<file path="src/rtl/gf251_pkg.sv">
// Shared constants for the GF(251) word multiplier and the logic around it.
// A word is four independent byte lanes, each holding one field element.
package gf251_pkg;

    localparam int W_WORD = 32;
    localparam int LANE_W = 8;
    localparam int GF_P   = 251;

    // Width needed to index n items, never less than one bit
    function automatic int tagWidth(input int n);
        int w;
        w = 1;
        while ((1 << w) < n) begin
            w++;
        end
        return w;
    endfunction

endpackage

</file>
<file path="src/rtl/rr_arbiter.sv">
// Round-robin arbiter: one-hot grant to the first active request at or after
// the rotating pointer. The pointer moves just past the winner on every grant
// and holds otherwise. While reset is high no grant is given.
module rr_arbiter
    import gf251_pkg::*;
#(
    parameter int N = 2,
    localparam int IW = tagWidth(N)
) (
    input  logic          i_clk,
    input  logic          i_rst,
    input  logic [N-1:0]  i_req,
    output logic [N-1:0]  o_grant,
    output logic [IW-1:0] o_grant_idx,
    output logic          o_grant_valid
);

    localparam int CW = IW + 1;

    logic [IW-1:0] ptr_q, ptr_d;
    logic [CW-1:0] cand;
    logic          found;

    // Scan requesters starting at the pointer, wrapping at N, keep the first hit
    always_comb begin
        o_grant     = '0;
        o_grant_idx = '0;
        found       = 1'b0;
        cand        = '0;
        for (int i = 0; i < N; i++) begin
            cand = {1'b0, ptr_q} + CW'(i);
            if (cand >= CW'(N)) begin
                cand = cand - CW'(N);
            end
            if (!found && !i_rst && i_req[cand[IW-1:0]]) begin
                found                 = 1'b1;
                o_grant[cand[IW-1:0]] = 1'b1;
                o_grant_idx           = cand[IW-1:0];
            end
        end
    end

    assign o_grant_valid = found;

    // Advance the pointer one past the winner so every requester gets a turn
    always_comb begin
        ptr_d = ptr_q;
        if (found) begin
            ptr_d = (o_grant_idx == IW'(N - 1)) ? '0 : o_grant_idx + 1'b1;
        end
    end

    // Pointer register, returns to requester 0 on reset
    always_ff @(posedge i_clk) begin
        if (i_rst) begin
            ptr_q <= '0;
        end else begin
            ptr_q <= ptr_d;
        end
    end

endmodule

</file>
<file path="src/rtl/gf251_mul_arbiter.sv">
// Shares one external GF(251) word multiplier between N_REQ requesters.
// A granted operand pair is registered into the multiplier the next cycle,
// its requester index rides a tag pipeline matching the multiplier latency,
// and the returning product is registered and steered to that requester.
// After reset a drain window masks stray done pulses from discarded work.
module gf251_mul_arbiter
    import gf251_pkg::*;
#(
    parameter int N_REQ   = 2,
    parameter int MUL_LAT = 3,
    parameter int W       = W_WORD
) (
    input  logic               i_clk,
    input  logic               i_rst,
    input  logic [N_REQ-1:0]   i_req_valid,
    input  logic [N_REQ*W-1:0] i_req_x,
    input  logic [N_REQ*W-1:0] i_req_y,
    output logic [N_REQ-1:0]   o_req_ready,
    output logic [N_REQ-1:0]   o_res_valid,
    output logic [W-1:0]       o_res,
    output logic               o_mul_start,
    output logic [W-1:0]       o_mul_x,
    output logic [W-1:0]       o_mul_y,
    input  logic [W-1:0]       i_mul_o,
    input  logic               i_mul_done,
    output logic               o_busy,
    output logic               o_err
);

    localparam int IW = tagWidth(N_REQ);
    localparam int DW = tagWidth(MUL_LAT + 1);

    logic [N_REQ-1:0] grant;
    logic [IW-1:0]    grantIdx;
    logic             grantValid;
    logic [W-1:0]     selX, selY;

    logic                          issueValid_q, issueValid_d;
    logic [IW-1:0]                 issueIdx_q, issueIdx_d;
    logic [W-1:0]                  mulX_q, mulX_d;
    logic [W-1:0]                  mulY_q, mulY_d;
    logic [MUL_LAT-1:0]            tagValid_q, tagValid_d;
    logic [MUL_LAT-1:0][IW-1:0]    tagIdx_q, tagIdx_d;
    logic [N_REQ-1:0]              resValid_q, resValid_d;
    logic [W-1:0]                  res_q, res_d;
    logic                          err_q, err_d;
    logic [DW-1:0]                 drain_q, drain_d;

    logic          tailValid;
    logic [IW-1:0] tailIdx;
    logic          resHit;
    logic          mismatch;

    rr_arbiter #(
        .N (N_REQ)
    ) u_arb (
        .i_clk         (i_clk),
        .i_rst         (i_rst),
        .i_req         (i_req_valid),
        .o_grant       (grant),
        .o_grant_idx   (grantIdx),
        .o_grant_valid (grantValid)
    );

    // Operand mux driven by the one-hot grant
    always_comb begin
        selX = '0;
        selY = '0;
        for (int k = 0; k < N_REQ; k++) begin
            if (grant[k]) begin
                selX = i_req_x[k*W +: W];
                selY = i_req_y[k*W +: W];
            end
        end
    end

    assign tailValid = tagValid_q[MUL_LAT-1];
    assign tailIdx   = tagIdx_q[MUL_LAT-1];
    assign resHit    = i_mul_done && tailValid;
    assign mismatch  = (i_mul_done != tailValid);

    // Next state for issue, tag pipeline, result steering, error and drain
    always_comb begin
        issueValid_d = grantValid;
        issueIdx_d   = grantValid ? grantIdx : issueIdx_q;
        mulX_d       = grantValid ? selX : mulX_q;
        mulY_d       = grantValid ? selY : mulY_q;

        tagValid_d    = '0;
        tagIdx_d      = '0;
        tagValid_d[0] = issueValid_q;
        tagIdx_d[0]   = issueIdx_q;
        for (int s = 1; s < MUL_LAT; s++) begin
            tagValid_d[s] = tagValid_q[s-1];
            tagIdx_d[s]   = tagIdx_q[s-1];
        end

        resValid_d = '0;
        for (int k = 0; k < N_REQ; k++) begin
            resValid_d[k] = resHit && (tailIdx == IW'(k));
        end
        res_d = resHit ? i_mul_o : res_q;

        err_d   = err_q | (mismatch && (drain_q == '0));
        drain_d = (drain_q != '0) ? drain_q - 1'b1 : drain_q;
    end

    // State registers; reset discards in-flight work and reopens the drain window
    always_ff @(posedge i_clk) begin
        if (i_rst) begin
            issueValid_q <= 1'b0;
            issueIdx_q   <= '0;
            mulX_q       <= '0;
            mulY_q       <= '0;
            tagValid_q   <= '0;
            tagIdx_q     <= '0;
            resValid_q   <= '0;
            res_q        <= '0;
            err_q        <= 1'b0;
            drain_q      <= DW'(MUL_LAT);
        end else begin
            issueValid_q <= issueValid_d;
            issueIdx_q   <= issueIdx_d;
            mulX_q       <= mulX_d;
            mulY_q       <= mulY_d;
            tagValid_q   <= tagValid_d;
            tagIdx_q     <= tagIdx_d;
            resValid_q   <= resValid_d;
            res_q        <= res_d;
            err_q        <= err_d;
            drain_q      <= drain_d;
        end
    end

    assign o_req_ready = grant;
    assign o_mul_start = issueValid_q;
    assign o_mul_x     = mulX_q;
    assign o_mul_y     = mulY_q;
    assign o_res_valid = resValid_q;
    assign o_res       = res_q;
    assign o_err       = err_q;
    assign o_busy      = (|tagValid_q) | issueValid_q | (|resValid_q);

endmodule

</file>
<file path="config.mk">
export PLATFORM = sky130hd
export DESIGN_NAME = gf251_mul_arbiter
export DESIGN_NICKNAME = d
export VERILOG_FILES = /design/src/rtl/gf251_pkg.sv /design/src/rtl/rr_arbiter.sv /design/src/rtl/gf251_mul_arbiter.sv
export SDC_FILE = /design/constraint.sdc
export NUM_CORES = 1
export LEC_CHECK = 0
export CAP_MARGIN = 40
export CORE_ASPECT_RATIO = 0.7
export CORE_MARGIN = 2
export CORE_UTILIZATION = 35
export DETAILED_ROUTE_END_ITERATION = 16
export GPL_TIMING_DRIVEN = 1
export MAX_ROUTING_LAYER = met4
export PLACE_DENSITY = 0.75
export SLEW_MARGIN = 20
export SYNTH_ARGS = -nofsm -noshare
export SYNTH_HDL_FRONTEND = slang
export SYNTH_HIERARCHICAL = 1
export SYNTH_SLANG_ARGS = --single-unit
</file>
<file path="constraint.sdc">
create_clock -name i_clk -period 2.8 [get_ports i_clk]
set_input_delay 0.28 -clock i_clk [delete_from_list [all_inputs] [get_ports i_clk]]
set_output_delay 0.28 -clock i_clk [all_outputs]
set_load 0.03 [all_outputs]
</file>
[Word-level counts from Yosys, hierarchy flattened]
Cells that the tools add are included.
Storage, ports and cells
  word-level logic and storage cells: 66
  memories: 0
  bits in registers: 110
  bits in read-only memories: 0
  bits in latches: 0
  RAM bits: 0
Operators by class
  add/sub/neg operators: 5
  reduce and logical (&&, ||, !) cells: 15
  muxes and demuxes: 21
  multiply operators: 0
  div/mod/pow operators: 0
  equal/unequal tests: 1
  shifts and indexed selects: 0
  order comparisons: 6
  bitwise gates (word level): 5
Operators with widths (number)
  32-bit two-way mux: 4
  1-bit two-way mux: 13
  1-bit logical AND: 9
  1-bit by 2-bit < comparator with 1-bit output, second input constant: 2
  2-bit two-way mux: 2
  1-bit bitwise OR: 3
  3-bit OR reduction: 1
  1-bit by 1-bit adder with 2-bit output, second input constant: 1
  1-bit demux with 1-bit select: 2
  1-bit >= comparator, second input constant: 2
  1-bit by 2-bit >= comparator with 1-bit output, second input constant: 1
  2-bit >= comparator, second input constant: 1
  1-bit logical NOT: 2
  2-bit logical NOT: 1
  2-bit bitwise OR: 1
  2-bit nonzero test: 1
  2-bit OR reduction: 1
  1-bit subtractor, second input constant: 2
  2-bit by 1-bit subtractor with 2-bit output, second input constant: 1
  1-bit adder, second input constant: 1
  1-bit inequality test: 1
  1-bit inverter: 1

[Depth between registers and ports, before layout]
Gate-level depths: netlist (run 1).
  word-level depth: 12
  depth in mapped cells: 6

[Modules after synthesis]
The synthesis (run 1) kept the hierarchy.
By module, submodules not included
  gf251_mul_arbiter: cells each 505, area an instance 4926.0 um^2, instances 1
  rr_arbiter: cells each 10, area an instance 83.8 um^2, instances 1

[Worst setup path after synthesis (run 1)]
OpenSTA, ideal clock, no wires.
  kind: register to register
  start: reg with a tool-made name
  end: reg mulX_q[0], in the netlist o_mul_x[0]
  required time: 2.712 ns
  slack: 0.645 ns
  arrival time: 2.067 ns
  period minus slack after synthesis: 2.155 ns
  stages on the path, launching flop included: 7
  buffers on the path: 2
  path through: dfxtp_1 -> nor2b_4 -> nor3b_1 -> buf_4 -> buf_2 -> nand2_1 -> a311oi_2
RTL lines
  to (signal assigned): line gf251_mul_arbiter.sv:124  | mulX_q <= mulX_d;
  to (decl): line gf251_mul_arbiter.sv:40  | logic [W-1:0] mulX_q, mulX_d;

[Worst setup path after layout (run 1)]
  start: in i_req_valid[0]
  end: out o_req_ready[0]
Between the ends
  word-level cells in the longest chain between the ends: 8
RTL lines
  from (decl): line gf251_mul_arbiter.sv:15  | input logic [N_REQ-1:0] i_req_valid,
  1-bit two-way mux (not written as such) (2 in series): line rr_arbiter.sv:35  | if (!found && !i_rst && i_req[cand[IW-1:0]]) begin
  1-bit logical AND: line rr_arbiter.sv:35
  1-bit two-way mux: line rr_arbiter.sv:35
  1-bit logical NOT: line rr_arbiter.sv:35
  1-bit logical AND (2 in series): line rr_arbiter.sv:35
  2-bit two-way mux (*): line rr_arbiter.sv:35
  to (decl): line gf251_mul_arbiter.sv:18  | output logic [N_REQ-1:0] o_req_ready,
Mark *: on every way between the ends. The rest lies on a longest branch, timed or not. The select of a mux whose other input is x is not followed.

==> results by group, run 1 <==
Die
  • DIE AREA: 15,300 sq um
  • IO Pins: 268
  • Initial core utilization: 35.88%
  • Cell Rows: 36
  • Core area: 13,960 sq um
  • Die height: 104.1 um
  • Chip width: 147.0 um

Synth
  • Yosys top cell by area: dfxtp_1
  • Yosys cell types: 25
  • Yosys top cell area share: 43.96%
  • Post-synth EDFFs: 0
  • Dominant cell by count in the synthesized netlist: dfxtp_1
  • Asr flop ratio synth: 0%
  • Post-synthesis net count: 682
  • Average cell area after synthesis: 9.728 sq um
  • Post-synth top cells: 110 x dfxtp_1, 101 x nor2_1, 65 x nand2_1
  • Mapped Area: 5010 sq um
  • Synth warn: 6
  • FF+latch count, synth: 110
  • Most used flip-flop cell after synthesis: dfxtp_1
  • Top cells by area, synth: dfxtp_1 44%, a311oi_2 17%, nand3b_1 9.6%, nor2_1 7.6%, mux2i_1 6.6%
  • Synthesized instance count: 515
  • Seq/Total Area, Yosys: 43.96%

Final layout
  • Diodes inserted: 0
  • Nets@finish: 917
  • Post-route cell area: 8094 sq um
  • Util after Layout: 57.97%
  • Area Growth Syn to Fin: 61.56%
  • Layout cells sized above 1: 11.79%

Clock network
  • CTS Buf Count: 9
  • Clock Sink Count: 110
  • Clk buf depth: 2
  • H-tree Lvls: 3
  • Cts hold-fix bufs: 0
  • CTS tree: built
  • Post-CTS Setup Inserts: 0
  • Post-CTS Resized: 0
  • Worst-Skew Late Latency: 0.35 ns
  • Clock-pin slew on the worst setup and hold paths: 0.08 ns
  • Clk root buf: clkbuf_16

STA
  • Setup violations, final: 0
  • Tcrit/Tclk final: 75.59%
  • Slew Viols, Final: 0
  • Setup TNS: 0 ns
  • Least-Margin Pin Slew: 0.5537 ns
  • Slew HR: 63.08%
  • Final Hold Fails: 0
  • Worst hold slack: 0.4199 ns
  • Fin Clk Skew: 0.009093 ns
  • Crit path time final: 2.117 ns
  • Fmax: 472.5 MHz
  • RSZ-0062 raised after global routing: false

Placement
  • DP HPWL: 10.43 mm
  • Placed cell area: 7782 sq um
  • Gp weighted congestion: 0.8098
  • Input/output buffers: 267

Pwr
  • Int Pwr: 2746 uW
  • Switching Share: 29.23%
  • Comb power frac: 22.9%
  • Pwr per Cell Area: 479.4 nW/um^2
  • Register share of total power: 43.5%
  • Sw power: 1134 uW
  • P_leak: 0.002665 uW
  • Clock power share: 33.6%
  • Max VDD drop: 0.2842 mV

Critical path
  • Crit Path Max Fanout: 46
  • Crit path DAT: 1.84 ns
  • Startpoint Class: input pin
  • Crit path capture type: output port
  • Setup CP Type: input pin to output port
  • Data required time of the critical path: 2.52 ns

Route
  • Detailed Route Iter0 Violations: 141
  • Routed WL: 14.63 mm
  • Vias/cell: 4.889
  • Per-cell routed wire length: 15.48 um
  • Final antenna-violating net count: 0
  • DRC Markers: 0
  • Via Count: 4,620
  • DR pass1 iterations: 4

Global route
  • Vias in the first global route: 4,525
  • First-pass GRT wire length: 23.39 mm
  • Gr ovfl total: 0
  • All-layer global routing usage: 19.22%
  • Largest net degree at the start of global routing: 99
  • Initial antenna violation count: 0

Flow run
  • Max-cap violations: 0

Outcome
  • Run status: completed

Min path
  • Hold WC Path Type: flip-flop to flip-flop
-- layer usage --
layer,track usage [%],vias to the layer above,wire length (um)
li1,-,2274,-
met1,24.09,2159,6518
met2,31.29,169,6984
met3,4.605,18,902
met4,5.014,0,224
met5,-,-,0
-- flip-flops by register name, summed over array words and instances (netlist names), named ones only --
register and count:
drain_q 2, issueIdx_q 1, o_err 1, o_mul_start 1, o_mul_x 32, o_mul_y 32
o_res 32, o_res_valid 2, tagIdx_d 2, tagValid_q 3, tailIdx 1
-- critical path: stages --
cell and delay (ns):
clkdlybuf4s50_1 0.51, inv_1 0.08, a211oi_4 0.22, buf_4 0.48
buf_4 0.26
-- power by group through the flow --
stage | sequential [uW] | clock [uW] | combinational [uW]
finish | 1690 | 1300 | 887
global route | 1700 | 1420 | 945
CTS | 1690 | 1360 | 895
detailed placement | 1720 | 0 | 891
global placement | 1720 | 0 | 874
floorplan | 1860 | 0 | 318
-- worst paths after layout --
| path | start | end | slack (ns) | cells past startpoint |
|---|---|---|---|---|
| max reg2reg | flip-flop | o_mul_x[22] | 1.13 | 5 |
| min | tailIdx | o_res_valid[0] | 0.42 | 1 |
| min reg2reg | tailIdx | o_res_valid[0] | 0.42 | 1 |
| max | i_req_valid[0] | o_req_ready[0] | 0.68 | 5 |
-- cell usage in the layout, fill, tap and decap left out, drive strengths merged --
master,n
a211oi,1
a21o,1
a21oi,1
a311oi,64
and3b,1
buf,11
clkbuf,9
clkdlybuf4s50,264
clkinv,3
dfxtp,110
ha,2
inv,7
mux2i,33
nand2,65
nand2b,3
nand3b,64
nor2,101
nor2b,9
nor3b,3
nor4,1
o21ba,1
xor2,1
-- logic make-up after synthesis --
logic type | count (synthesis) | share of synthesized area, %
buffers and inverters | 54 | 5.569
flip-flops | 110 | 43.96
AO/OA/AOI/OAI | 68 | 18.78
AND/OR/NAND/NOR | 247 | 24.43
adder cells (fa/ha/maj) | 2 | 0.4994
XOR/XNOR | 1 | 0.1749
multiplexers | 33 | 6.593
-- cell type report --
cell class | instances | area, sq um
inverters | 3 | 11.26
flip-flops and latches | 110 | 2202
clock inverters | 7 | 86.33
repair buffers | 275 | 2775
well taps | 190 | 237.7
clock buffers | 9 | 225.2
fillers | 1215 | 5869
multi-input cells | 351 | 2556
-- metrics by stage --
step / cells / total power (uW) / setup WS (ns)
after floorplan: 515 / 2175 / 0.6449
after global placement: 929 / 2594 / 0.7015
after detailed placement: 929 / 2615 / 0.6298
after CTS: 945 / 3940 / 0.6596
after global routing: 945 / 4063 / 0.5780
final: 945 / 3880 / 0.6834
(Power assumes the default switching activity.)
==> inputs of run 2 (changes only) <==
- clock period: 2.8 -> 2.15 ns (I/O delays scaled with it)
==> results by group, run 2 (synthesis results as in run 1) <==
Outcome
  • Run status: completed

Clock network
  • CTS tree: built
  • Post-CTS Setup Inserts: 0
  • Clock Sink Count: 110
  • Clk buf depth: 2
  • Clk root buf: clkbuf_16
  • Cts hold-fix bufs: 0
  • Clock-pin slew on the worst setup and hold paths: 0.07 ns
  • CTS Buf Count: 9
  • Post-CTS Resized: 0
  • H-tree Lvls: 3
  • Worst-Skew Late Latency: 0.34 ns

STA
  • RSZ-0062 raised after global routing: false
  • Final Hold Fails: 0
  • Slew Viols, Final: 0
  • Setup violations, final: 0
  • Final worst slack: 0.2810 ns
  • Setup TNS: 0 ns
  • Fmax: 535.1 MHz
  • Tcrit/Tclk final: 86.93%
  • Fin Clk Skew: 0.01273 ns
  • Least-Margin Pin Slew: 0.4687 ns
  • Slew HR: 68.75%
  • Crit path time final: 1.869 ns

Final layout
  • Most frequent cells in the layout: 264 x clkdlybuf4s50_1, 110 x dfxtp_1, 100 x nor2_1
  • Nets@finish: 921
  • Layout cells sized above 1: 12.25%
  • Diodes inserted: 0
  • Commonest non-fill, non-tap cell in the layout: clkdlybuf4s50_1
  • Area Growth Syn to Fin: 62.99%

Critical path
  • Largest stage delay, worst path: 0.60 ns
  • Crit path capture type: output port
  • Crit Path Max Fanout: 59
  • Slowest CP cell: clkdlybuf4s50_1
  • Startpoint Class: input pin
  • Crit path DAT: 1.65 ns
  • Data required time of the critical path: 1.93 ns
  • Setup CP Type: input pin to output port
  • Cells along the critical path: clkdlybuf4s50_1, nor3b_4, buf_12, buf_4

Die
  • Core area: 13,960 sq um
  • DIE AREA: 15,300 sq um
  • Chip width: 147.0 um
  • Cell Rows: 36
  • Initial core utilization: 35.88%
  • IO Pins: 268
  • Die height: 104.1 um

Pwr
  • Clock power share: 33.2%
  • Switching Share: 28.94%
  • Tot Pwr: 5044 uW
  • Max VDD drop: 0.3971 mV
  • Int Pwr: 3584 uW
  • Register share of total power: 43.5%
  • Sw power: 1460 uW
  • P_leak: 0.002696 uW
  • Pwr per Cell Area: 617.8 nW/um^2
  • Comb power frac: 23.2%

Route
  • Final antenna-violating net count: 0
  • Vias/cell: 4.893
  • Routed WL: 14.36 mm
  • DRC Markers: 0
  • Per-cell routed wire length: 15.13 um
  • DR pass1 iterations: 4
  • Detailed Route Iter0 Violations: 155
  • Via Count: 4,643

Global route
  • Initial antenna violation count: 0
  • Vias in the first global route: 4,628
  • All-layer global routing usage: 18.67%
  • Gr ovfl total: 0
  • First-pass GRT wire length: 22.88 mm
  • Largest net degree at the start of global routing: 60

Min path
  • Hold WC Path Type: input pin to flip-flop

Flow run
  • Max-cap violations: 0

Placement
  • Input/output buffers: 267
  • Gp weighted congestion: 0.8152
  • DP HPWL: 10.60 mm
  • Pre-CTS setup slack: 0.1801 ns
[run 2: path summary, 6_finish.rpt]
| path | startpoint | to | slack [ns] | cells after the start |
|---|---|---|---|---|
| max reg2reg | flip-flop | o_mul_y[11] | 0.58 | 5 |
| min reg2reg | tailIdx | o_res_valid[0] | 0.43 | 1 |
| max | i_req_valid[1] | o_req_ready[1] | 0.28 | 4 |
| min | i_rst | flip-flop | 0.25 | 2 |
[run 2: worst max-delay path: cells and delay by family]
kind          cells  cell delay [ns]
simple gates      1             0.37
buf+inv           3             1.06
[run 2: power by group through the flow]
stage | Sequential [uW] | Clock [uW] | Combinational (uW)
2_1_floorplan | 2420 | 0 | 415
3_3_place_gp | 2240 | 0 | 1150
3_5_place_dp | 2240 | 0 | 1180
4_1_cts | 2200 | 1750 | 1180
5_1_grt | 2210 | 1830 | 1250
6_report | 2200 | 1680 | 1170
[run 2: layout make-up]
cell class                 instances  area (sq um)
multi-input combinational        351          2562
fill                            1159          5798
timing repair buffer             279          2843
clock buffer                       9         225.2
clock inverter                     7         83.83
inverter                           3         11.26
sequential                       110          2202
tap                              190         237.7
[run 2: per-layer routing]
| layer | track usage, % | wire length [um] | up-vias |
|---|---|---|---|
| met2 | 31.79 | 6872 | 167 |
| met3 | 4.825 | 963 | 27 |
| met5 | - | 0 | - |
| met1 | 21.75 | 6191 | 2161 |
| met4 | 5.701 | 333 | 0 |
| li1 | - | - | 2288 |
[run 2: per-stage QoR]
stage	instances	area, sq um	util (%)	hold slack (ns)
after floorplan	515	5015	-	0.3622
after global placement	932	7836	56.12	0.3984
after detailed placement	933	7856	56.26	0.4162
after CTS	949	8165	58.48	0.2311
after global routing	949	8165	58.48	0.2401
final	949	8165	58.48	0.2514
==> inputs of run 3 (changes only) <==
- PLACE_DENSITY: 0.75 -> not set
- PLACE_DENSITY_LB_ADDON: not set -> 0.1
==> results by group, run 3 (synthesis results as in run 1) <==
STA
  • Least-Margin Pin Slew: 0.5123 ns
  • Slew Viols, Final: 0
  • Setup TNS: 0 ns
  • Fmax: 516.9 MHz
  • Final Hold Fails: 0
  • Slew HR: 65.85%
  • Crit path time final: 1.935 ns
  • Setup violations, final: 0
  • Final worst slack: 0.2155 ns
  • Tcrit/Tclk final: 89.98%
  • RSZ-0062 raised after global routing: false
  • Fin Clk Skew: 0.008152 ns

Min path
  • Hold path cells: 2
  • Hold endpoint: o_mul_y[0]
  • Hold WC Path Type: input pin to flip-flop
  • Hold Crit Start: i_rst

Die
  • Core area: 13,960 sq um
  • Cell Rows: 36
  • Initial core utilization: 35.88%
  • DIE AREA: 15,300 sq um
  • Die height: 104.1 um
  • Chip width: 147.0 um
  • IO Pins: 268

Clock network
  • Clk root buf: clkbuf_16
  • CTS Buf Count: 9
  • Worst-Skew Late Latency: 0.34 ns
  • CTS tree: built
  • Post-CTS Setup Inserts: 0
  • Post-CTS Resized: 0
  • Clk buf depth: 2
  • Clock Sink Count: 110
  • Clock-pin slew on the worst setup and hold paths: 0.07 ns
  • H-tree Lvls: 3
  • Cts hold-fix bufs: 0

Placement
  • Input/output buffers: 267
  • Pre-CTS setup slack: 0.1319 ns
  • Gp weighted congestion: 0.7860
  • DP HPWL: 10.59 mm
  • Placed cell area: 7836 sq um

Global route
  • Vias in the first global route: 4,595
  • Largest net degree at the start of global routing: 112
  • Gr ovfl total: 0
  • All-layer global routing usage: 19.39%
  • Initial antenna violation count: 0
  • First-pass GRT wire length: 23.45 mm

Critical path
  • Stages on the worst setup path: 4
  • Crit Path Max Fanout: 111
  • Worst r2r dst: o_mul_y[28]
  • Crit path capture type: output port
  • Crit path max-delay family: buffers and inverters
  • Data required time of the critical path: 1.93 ns
  • Largest stage delay, worst path: 0.59 ns
  • Setup CP Type: input pin to output port
  • Crit path DAT: 1.72 ns
  • Cells along the critical path: clkdlybuf4s50_1, nor3b_4, buf_12, buf_4
  • Slowest CP cell: clkdlybuf4s50_1
  • Worst reg2reg path depth: 5
  • R2r setup slk: 0.49 ns
  • WP buf/inv: 3
  • Startpoint Class: input pin

Outcome
  • Run status: completed

Route
  • Per-cell routed wire length: 15.52 um
  • Final antenna-violating net count: 0
  • DR pass1 iterations: 4
  • Routed WL: 14.71 mm
  • Via Count: 4,611
  • Vias/cell: 4.864
  • DRC Markers: 0
  • Detailed Route Iter0 Violations: 191

Pwr
  • Sw power: 1428 uW
  • Comb power frac: 23.3%
  • Max VDD drop: 0.3981 mV
  • Switching Share: 28.48%
  • Clock power share: 32.9%
  • Register share of total power: 43.8%
  • P_leak: 0.002676 uW
  • Pwr per Cell Area: 616.8 nW/um^2
  • Int Pwr: 3586 uW

Flow run
  • Max-cap violations: 0

Final layout
  • Commonest non-fill, non-tap cell in the layout: clkdlybuf4s50_1
  • Most frequent cells in the layout: 264 x clkdlybuf4s50_1, 110 x dfxtp_1, 100 x nor2_1
  • Post-route cell area: 8130 sq um
  • Nets@finish: 920
  • Diodes inserted: 0
  • Area Growth Syn to Fin: 62.29%
  • Layout cells sized above 1: 12.14%
[run 3: cell types whose count changed in the layout (fill, tap and decap cells not counted), sizes merged]
| cell | previous run | this run |
|---|---|---|
| clkinvlp | 0 | 2 |
| inv | 7 | 5 |
| buf | 15 | 14 |
| clkbuf | 9 | 10 |
| clkinv | 3 | 2 |
[run 3: per-stage QoR]
step | hold slack [ns] | utilization [%] | total power (uW) | instances
4_1_cts | 0.3641 | 58.23 | 5071 | 948
3_5_place_dp | 0.4156 | 56.12 | 3416 | 932
5_1_grt | 0.3840 | 58.23 | 5249 | 948
3_3_place_gp | 0.4072 | 56.12 | 3394 | 932
2_1_floorplan | 0.3622 | - | 2833 | 515
6_report | 0.3650 | 58.23 | 5015 | 948
[run 3: layout make-up]
cell class | instances | area (sq um)
inverter | 3 | 11.26
clock buffer | 10 | 239.0
sequential | 110 | 2202
fill | 1222 | 5833
timing repair buffer | 278 | 2823
multi-input combinational | 351 | 2562
clock inverter | 6 | 55.05
tap | 190 | 237.7
[run 3: power by group through the flow]
stage	clock network [uW]	logic, uW	registers, uW
after floorplan	0	415	2420
after global placement	0	1160	2240
after detailed placement	0	1170	2240
after CTS	1700	1180	2200
after global routing	1790	1250	2210
final	1650	1170	2200
[run 3: worst reg2reg max path: stages (launching register included)]
cell	delay [ns]
dfxtp_1	0.44
nor2b_4	0.08
nor3b_4	0.24
buf_12	0.37
nand2_1	0.17
a311oi_2	0.28
[run 3: routing by layer]
| metal | track usage (%) | wire length, um | share of wire [%] | up-vias |
|---|---|---|---|---|
| li1 | - | - | - | 2295 |
| met1 | 23.83 | 6524 | 44 | 2140 |
| met2 | 31.32 | 6886 | 47 | 149 |
| met3 | 5.526 | 983 | 6.7 | 27 |
| met4 | 5.426 | 318 | 2.2 | 0 |
| met5 | - | 0 | 0 | - |
[run 3: how the worst max path moves through the flow]
stage	startpoint	endpoint	slack (ns)
floorplan	flip-flop	o_mul_x[26]	0.12
global placement	i_req_valid[1]	o_mul_x[16]	0.24
detailed placement	i_req_valid[1]	o_mul_y[21]	0.13
CTS	flip-flop	o_req_ready[1]	0.19
global route	flip-flop	o_req_ready[1]	0.09
finish	i_req_valid[1]	o_req_ready[1]	0.22
